===== src/rtl/data_mem_sequencer.sv =====
// Arbitrates CPU and debug access to a byte-wide data RAM, splitting B/H/W
// accesses into byte beats and returning RISC-V extended load data.
module data_mem_sequencer #(
   parameter int ADDRESS_WIDTH  = 32,
   parameter int DATA_WIDTH     = 32,
   parameter int RAM_ADDR_WIDTH = 8,
   parameter int FIXED_PRIORITY = 0
) (
   input  logic                      clk,
   input  logic                      rst,
   input  logic                      cpu_req_valid,
   output logic                      cpu_req_ready,
   input  logic                      cpu_we,
   input  logic [ADDRESS_WIDTH-1:0]  cpu_addr,
   input  logic [2:0]                cpu_funct3,
   input  logic [DATA_WIDTH-1:0]     cpu_wdata,
   output logic                      cpu_rsp_valid,
   output logic                      cpu_rsp_err,
   output logic [DATA_WIDTH-1:0]     cpu_rdata,
   input  logic                      dbg_req_valid,
   output logic                      dbg_req_ready,
   input  logic                      dbg_we,
   input  logic [ADDRESS_WIDTH-1:0]  dbg_addr,
   input  logic [2:0]                dbg_funct3,
   input  logic [DATA_WIDTH-1:0]     dbg_wdata,
   output logic                      dbg_rsp_valid,
   output logic                      dbg_rsp_err,
   output logic [DATA_WIDTH-1:0]     dbg_rdata,
   output logic                      ram_we,
   output logic [RAM_ADDR_WIDTH-1:0] ram_addr,
   output logic [7:0]                ram_wd,
   input  logic [7:0]                ram_rd,
   output logic                      busy
);

   typedef enum logic [1:0] {IDLE, XFER, RESP} state_t;

   state_t                    state, state_nxt;
   logic                      owner_dbg_q;
   logic                      we_q;
   logic                      err_q;
   logic [RAM_ADDR_WIDTH-1:0] base_q;
   logic [2:0]                funct3_q;
   logic [DATA_WIDTH-1:0]     wdata_q;
   logic [DATA_WIDTH-1:0]     rbuf_q;
   logic [1:0]                beat_q;
   logic [1:0]                last_beat_q;

   logic                      pick_dbg;
   logic                      accept;
   logic                      sel_we;
   logic                      sel_legal;
   logic [RAM_ADDR_WIDTH-1:0] sel_addr;
   logic [2:0]                sel_funct3;
   logic [DATA_WIDTH-1:0]     sel_wdata;
   logic [1:0]                sel_last_beat;
   logic [DATA_WIDTH-1:0]     load_ext;
   logic                      addr_hi_unused;

   assign addr_hi_unused = ^{cpu_addr[ADDRESS_WIDTH-1:RAM_ADDR_WIDTH],
                             dbg_addr[ADDRESS_WIDTH-1:RAM_ADDR_WIDTH]};

   function automatic logic funct3_legal(input logic we, input logic [2:0] f3);
      if (we)
         return (f3 == 3'b000) || (f3 == 3'b001) || (f3 == 3'b010);
      return (f3 != 3'b011) && (f3 != 3'b110) && (f3 != 3'b111);
   endfunction

   // owner_dbg_q doubles as the round-robin pointer: it names the last grant.
   always_comb begin
      if (cpu_req_valid && dbg_req_valid)
         pick_dbg = (FIXED_PRIORITY == 0) && !owner_dbg_q;
      else
         pick_dbg = dbg_req_valid;
      accept     = !rst && (state == IDLE) && (cpu_req_valid || dbg_req_valid);
      sel_we     = pick_dbg ? dbg_we : cpu_we;
      sel_addr   = pick_dbg ? dbg_addr[RAM_ADDR_WIDTH-1:0] : cpu_addr[RAM_ADDR_WIDTH-1:0];
      sel_funct3 = pick_dbg ? dbg_funct3 : cpu_funct3;
      sel_wdata  = pick_dbg ? dbg_wdata : cpu_wdata;
      sel_legal  = funct3_legal(sel_we, sel_funct3);
      case (sel_funct3[1:0])
         2'b00:   sel_last_beat = 2'd0;
         2'b01:   sel_last_beat = 2'd1;
         default: sel_last_beat = 2'd3;
      endcase
   end

   always_comb begin
      load_ext = '0;
      case (funct3_q)
         3'b000:  load_ext = {{24{rbuf_q[7]}}, rbuf_q[7:0]};
         3'b001:  load_ext = {{16{rbuf_q[15]}}, rbuf_q[15:0]};
         3'b010:  load_ext = rbuf_q;
         3'b100:  load_ext = {24'b0, rbuf_q[7:0]};
         3'b101:  load_ext = {16'b0, rbuf_q[15:0]};
         default: load_ext = '0;
      endcase
      if (we_q || err_q)
         load_ext = '0;
   end

   // Outputs are forced low while rst is high so an aborted transfer issues no further beat.
   always_comb begin
      state_nxt     = state;
      cpu_req_ready = 1'b0;
      dbg_req_ready = 1'b0;
      cpu_rsp_valid = 1'b0;
      cpu_rsp_err   = 1'b0;
      cpu_rdata     = '0;
      dbg_rsp_valid = 1'b0;
      dbg_rsp_err   = 1'b0;
      dbg_rdata     = '0;
      ram_we        = 1'b0;
      ram_addr      = '0;
      ram_wd        = '0;
      busy          = 1'b0;
      if (!rst) begin
         busy = (state != IDLE);
         case (state)
            IDLE: begin
               if (accept) begin
                  cpu_req_ready = !pick_dbg;
                  dbg_req_ready = pick_dbg;
                  state_nxt     = sel_legal ? XFER : RESP;
               end
            end
            XFER: begin
               ram_we   = we_q;
               ram_addr = base_q + RAM_ADDR_WIDTH'(beat_q);
               ram_wd   = we_q ? wdata_q[{beat_q, 3'b000} +: 8] : 8'h00;
               if (beat_q == last_beat_q)
                  state_nxt = RESP;
            end
            RESP: begin
               if (owner_dbg_q) begin
                  dbg_rsp_valid = 1'b1;
                  dbg_rsp_err   = err_q;
                  dbg_rdata     = load_ext;
               end else begin
                  cpu_rsp_valid = 1'b1;
                  cpu_rsp_err   = err_q;
                  cpu_rdata     = load_ext;
               end
               state_nxt = IDLE;
            end
            default: state_nxt = IDLE;
         endcase
      end
   end

   always_ff @(posedge clk) begin
      if (rst) begin
         state       <= IDLE;
         owner_dbg_q <= 1'b1;
         we_q        <= 1'b0;
         err_q       <= 1'b0;
         base_q      <= '0;
         funct3_q    <= '0;
         wdata_q     <= '0;
         rbuf_q      <= '0;
         beat_q      <= '0;
         last_beat_q <= '0;
      end else begin
         state <= state_nxt;
         if (accept) begin
            owner_dbg_q <= pick_dbg;
            we_q        <= sel_we;
            err_q       <= !sel_legal;
            base_q      <= sel_addr;
            funct3_q    <= sel_funct3;
            wdata_q     <= sel_wdata;
            last_beat_q <= sel_last_beat;
            beat_q      <= '0;
            rbuf_q      <= '0;
         end else if (state == XFER) begin
            if (!we_q)
               rbuf_q[{beat_q, 3'b000} +: 8] <= ram_rd;
            beat_q <= beat_q + 2'd1;
         end
      end
   end

endmodule


===== config.mk =====
export PLATFORM = sky130hd
export DESIGN_NAME = data_mem_sequencer
export DESIGN_NICKNAME = d
export VERILOG_FILES = /design/src/rtl/data_mem_sequencer.sv
export SDC_FILE = /design/constraint.sdc
export NUM_CORES = 1
export LEC_CHECK = 0
export BUFFER_PORTS_ARGS = -buffer_cell sky130_fd_sc_hd__clkbuf_2
export CORE_UTILIZATION = 42
export DETAILED_ROUTE_END_ITERATION = 10
export GPL_TIMING_DRIVEN = 0
export PLACE_DENSITY = 0.79
export SLEW_MARGIN = 20
export SYNTH_ARGS = -nofsm -noshare
export SYNTH_HDL_FRONTEND = slang
export SYNTH_SLANG_ARGS = --single-unit

===== constraint.sdc =====
create_clock -name clk -period 2.15 [get_ports clk]
set_input_delay 0.3225 -clock clk [delete_from_list [all_inputs] [get_ports clk]]
set_output_delay 0.3225 -clock clk [all_outputs]
set_load 0.005 [all_outputs]

## After elaboration in Yosys (flattened, before gate mapping)

Cells that the tools add are included.

- Word-level logic and storage cells: 101
- Output and inout port bits: 88
- Register bits: 84

- Shift-type cells: 3
- Add/subtract/negate cells: 3
- Equal/unequal tests: 15
- Bitwise operators: 1
- Reductions and logical operators: 21
- Multiplexer cells: 48

Operators by type and width:

| cell | number |
|---|---|
| two-way mux 32 bit | 8 |
| case mux 32 bit (5 select lines) | 1 |
| two-way mux 8 bit | 6 |
| bitwise mux 32 bit | 1 |
| variable shift 8 x 7 -> 32 bit, first input constant | 1 |
| variable part select 32 x 6 -> 8 bit | 1 |
| variable part select 8 x 7 -> 32 bit | 1 |
| two-way mux 1 bit | 26 |
| adder 8 x 2 -> 8 bit | 1 |
| case mux 2 bit (2 select lines) | 2 |
| negator 5 -> 7 bit | 1 |
| == test 3 x 1 -> 1 bit, second input constant | 2 |
| == test 3 x 2 -> 1 bit, second input constant | 2 |
| == test 3 bit, second input constant | 2 |
| zero test 3 bit | 2 |
| two-way mux 2 bit | 3 |
| inequality test 3 bit, second input constant | 2 |
| logical AND 1 bit | 5 |
| == test 2 x 1 -> 1 bit, second input constant | 2 |
| zero test 1 bit | 4 |
| zero test 2 bit | 2 |
| logical OR 1 bit | 4 |
| inequality test 2 bit, second input constant | 2 |
| AND reduction 2 bit | 2 |
| other kinds (8) | 8 |

## Depth between registers and ports, before layout

- Depth after elaboration: 11
- Mapped depth: 7
- Depth with buffers taken out: 5

## Worst setup path after synthesis

OpenSTA, ideal clock, no wires.

- Path type: register to register
- Start: register beat_q[1]
- End: register rbuf_q[16]
- Arrival: 2.195 ns
- Path buffers: 1
- Period minus slack after synthesis: 2.265 ns
- Cell stages (with the launch flop): 7
- Slack: -0.115 ns
- Cells stage by stage: dfxtp_1 > clkbuf_1 > inv_1 > ha_1 > nor3b_1 > nand3_1 > a21oi_1

- Cells in the longest elaborated chain, start to end: 3
- Elaborated cells on any way between the ends: 4

Ends and longest elaborated chain:

| item | line | text |
|---|---|---|
| from (decl) | 46 | `logic [1:0] beat_q;` |
| from (signal assigned) | 178 | `beat_q <= beat_q + 2'd1;` |
| negator 5 -> 7 bit (*) | 177 | `rbuf_q[{beat_q, 3'b000} +: 8] <= ram_rd;` |
| variable part select 8 x 7 -> 32 bit / variable shift 8 x 7 -> 32 bit (equally long branches) | 177 |  |
| bitwise mux 32 bit (*) | 177 |  |
| to (signal, indexed assignment) | 177 |  |
| to (decl) | 45 | `logic [DATA_WIDTH-1:0] rbuf_q;` |

Mark *: on every way between the ends. The rest lies on a longest branch, timed or not.
A chain may end at the register's enable or synchronous reset.

## Worst setup path in the final report

- Start: register beat_q[1]
- End: output ram_wd[3]

- Cells in the longest elaborated chain, start to end: 4

Ends and longest elaborated chain:

| item | line | text |
|---|---|---|
| variable part select 32 x 6 -> 8 bit | 130 | `ram_wd = we_q ? wdata_q[{beat_q, 3'b000} +: 8] : 8'h00;` |
| two-way mux 8 bit | 130 |  |
| two-way mux 8 bit | 119 | `case (state)` |
| two-way mux 8 bit | 117 | `if (!rst) begin` |
| to (decl) | 31 | `output logic [7:0] ram_wd,` |

Every way passes these cells.

==> metrics.txt <==
Die Span Y approximately 110 µm; # placed instances between 900 and 1000; ranking of synthesized cells by area dfxtp_1 (36%), mux2i_1 (8.4%), a21oi_1 (7.2%); Final min period roughly 2.1 ns; total congestion overflow 0; Layout Skew between 0.01 and 0.015 ns; area leader, netlist dfxtp_1; placed cell area a little under 6000 µm²; flops & latches, synth 84; DRT Wirelength between 10 and 15 mm; GP Congestion around 0.83; start point of the worst min-delay path dbg_wdata[18]; Yosys cell types 46; clock buffer depth 2; Die W 107.4 µm; first-pass GRT wire length around 21 mm; Synth Net Count roughly 730; core footprint ~11000 µm²; crit-path max FO 10; PD cells 693.0 nW/µm²; via count of the first global-routing pass around 4400; I/O pin total between 200 and 250; Worst EP required about 1.8 ns; layout cells sized above 1 0.3625; # setup viols final 0; Antenna diodes 0; Seq/Total Area, Yosys 0.3607; DRT Pass-1 Iters 5; vias per inst roughly 5.3; M3 GR Usage 0.04056; prevailing post-synth register cell dfxtp_1; Ys Warns 0; r2r startpoint beat_q[0]; Final Slew Violations 0; total CTS buffers 9; die area 11530 µm²; DR vias 4896; clk root buf clkbuf_8; Final nets 940; final worst setup slack between 0.06 and 0.07 ns; RSZ-0062 raised after global routing true; crit start category register; Hold Vio Cnt, Final 0; TritonCTS clock tree built; drc violations 0; routed len/inst approximately 15 µm; met2 Use GR 0.4419; final worst-path cycle share 0.9698; CP Capture Type output port; Post-synth top cells dfxtp_1 (84), nand2_1 (77), nor2_1 (72), a21oi_1 (67), mux2i_1 (39); Peak VDD IR 0.4425 mV; Worst-Margin Slew 0.7340 ns; asr flop ratio synth 0; max_slew headroom 0.5077; GRT Overall Usage 0.2396; clk sink count 84; Finished Layout Cells just over 900; GR peak layer met2; DRT iter0 DRCs approximately 290; dpl hpwl between 10 and 15 mm; Synth Area per Inst 8.080 µm²; Leak Pwr ~2.8 nW; EDFF count, synth 0; Synth Instances slightly below 600; Final Cell Area approximately 6300 µm²; hold_buf cts 0; Initial Util 0.4301; pre-CTS setup slack -0.3617 ns; setup tns final 0 ns; top-area cell type share of the netlist area 0.3607; largest net degree at the start of global routing 15; Critical Path AT roughly 1.8 ns; H-tree depth 3; Hold Crit Class primary input to register; IO Port Bufs 186; maxcap violations 0; Crit. Startpoint beat_q[1]; top-count cell post-synth dfxtp_1; Setup CP Type register to output port; fmax 0.4796 GHz; CTS clk-pin slew, worst paths about 0.090 ns; Clk Latency, worst-skew pair roughly 0.36 ns; met1 Use GR 0.2812; Rows 38; Mapped Area 4662 µm²; status finished clean; antenna violations before repair 0; post-route ant nets 0; Layout area overhead 36.10%
## state kept, by name (all words and copies together), names as in the netlist
signal	flops
we_q	1
beat_q	2
err_q	1
funct3_q	3
owner_dbg_q	1
base_q	8
wdata_q	32
last_beat_q	2
rbuf_q	32
state	2
## worst max-delay path, cell delays in order, from the launching register on
cell	delay [ns]
dfxtp_4	0.40
clkbuf_16	0.17
mux4_2	0.49
and3_1	0.22
clkbuf_2	0.12
## cell type report
type                    instances  area, µm²
flip-flops and latches         84       1698
repair buffers                201       1045
plain buffers                  46      296.5
well taps                     140      175.2
clock buffers                  11      141.4
multi-input cells             438       2867
inverters                       4      15.01
fillers                      1014       4496
clock inverters                 5      107.6
## through the flow
stage / power (W) / hold WS (ns) / utilization
after floorplan: 0.002522 / 0.4321 / -
after global placement: 0.002845 / 0.4409 / 0.5330
after detailed placement: 0.002864 / 0.4446 / 0.5330
after CTS: 0.004303 / 0.1766 / 0.5709
after global routing: 0.004596 / 0.1807 / 0.5853
final: 0.004397 / 0.1842 / 0.5853
## power by group
part | switching, W | internal [W]
combinational | 0.000626 | 0.000522
clock | 0.000590 | 0.000811
sequential | 0.000131 | 0.00172
## placed cells by master, fill, tap and decap left out, drive strengths merged, types with 2 or more instances in the layout
master,count
nor2b,2
dfxtp,84
a22oi,8
nor2,73
and3,32
inv,5
a21oi,67
a211oi,34
buf,40
and2,9
nand2,77
nand3,35
clkbuf,218
a21o,4
nor3,4
mux4,8
xnor2,2
mux2i,39
a221o,6
a31o,2
nor3b,5
xor2,7
ha,7
o21ai,2
bufinv,3
## per-layer routing
layer | share of wire | routed length [µm] | vias up
met4 | 0.013 | 188 | 0
met1 | 0.42 | 5871 | 2214
met5 | 0 | 0 | -
li1 | - | - | 2462
met3 | 0.065 | 909 | 16
met2 | 0.50 | 7048 | 204
## path summary, 6_finish.rpt
path	end	slack (ns)	depth (start not counted)
min reg2reg	rbuf_q[23]	0.46	2
min	wdata_q[18]	0.18	2
max	ram_wd[3]	0.06	4
max reg2reg	rbuf_q[0]	0.20	6
## what timing repair did
item / CTS / global route
buffers inserted: 3 / 11
pin swaps: 4 / 6
cloned: 0 / 1
endpoints found under the setup margin: 118 / 89
resized for setup: 46 / 49
## logic make-up after synthesis
group	after synthesis	synth area share
XOR/XNOR	9	0.01691
buffers and inverters	55	0.05180
AO/OA/AOI/OAI	129	0.1750
flip-flops	84	0.3607
AND/OR/NAND/NOR	245	0.2501
adder cells (fa/ha/maj)	8	0.02308
multiplexers	47	0.1224
No activity file was read; power rests on OpenSTA's default activity.
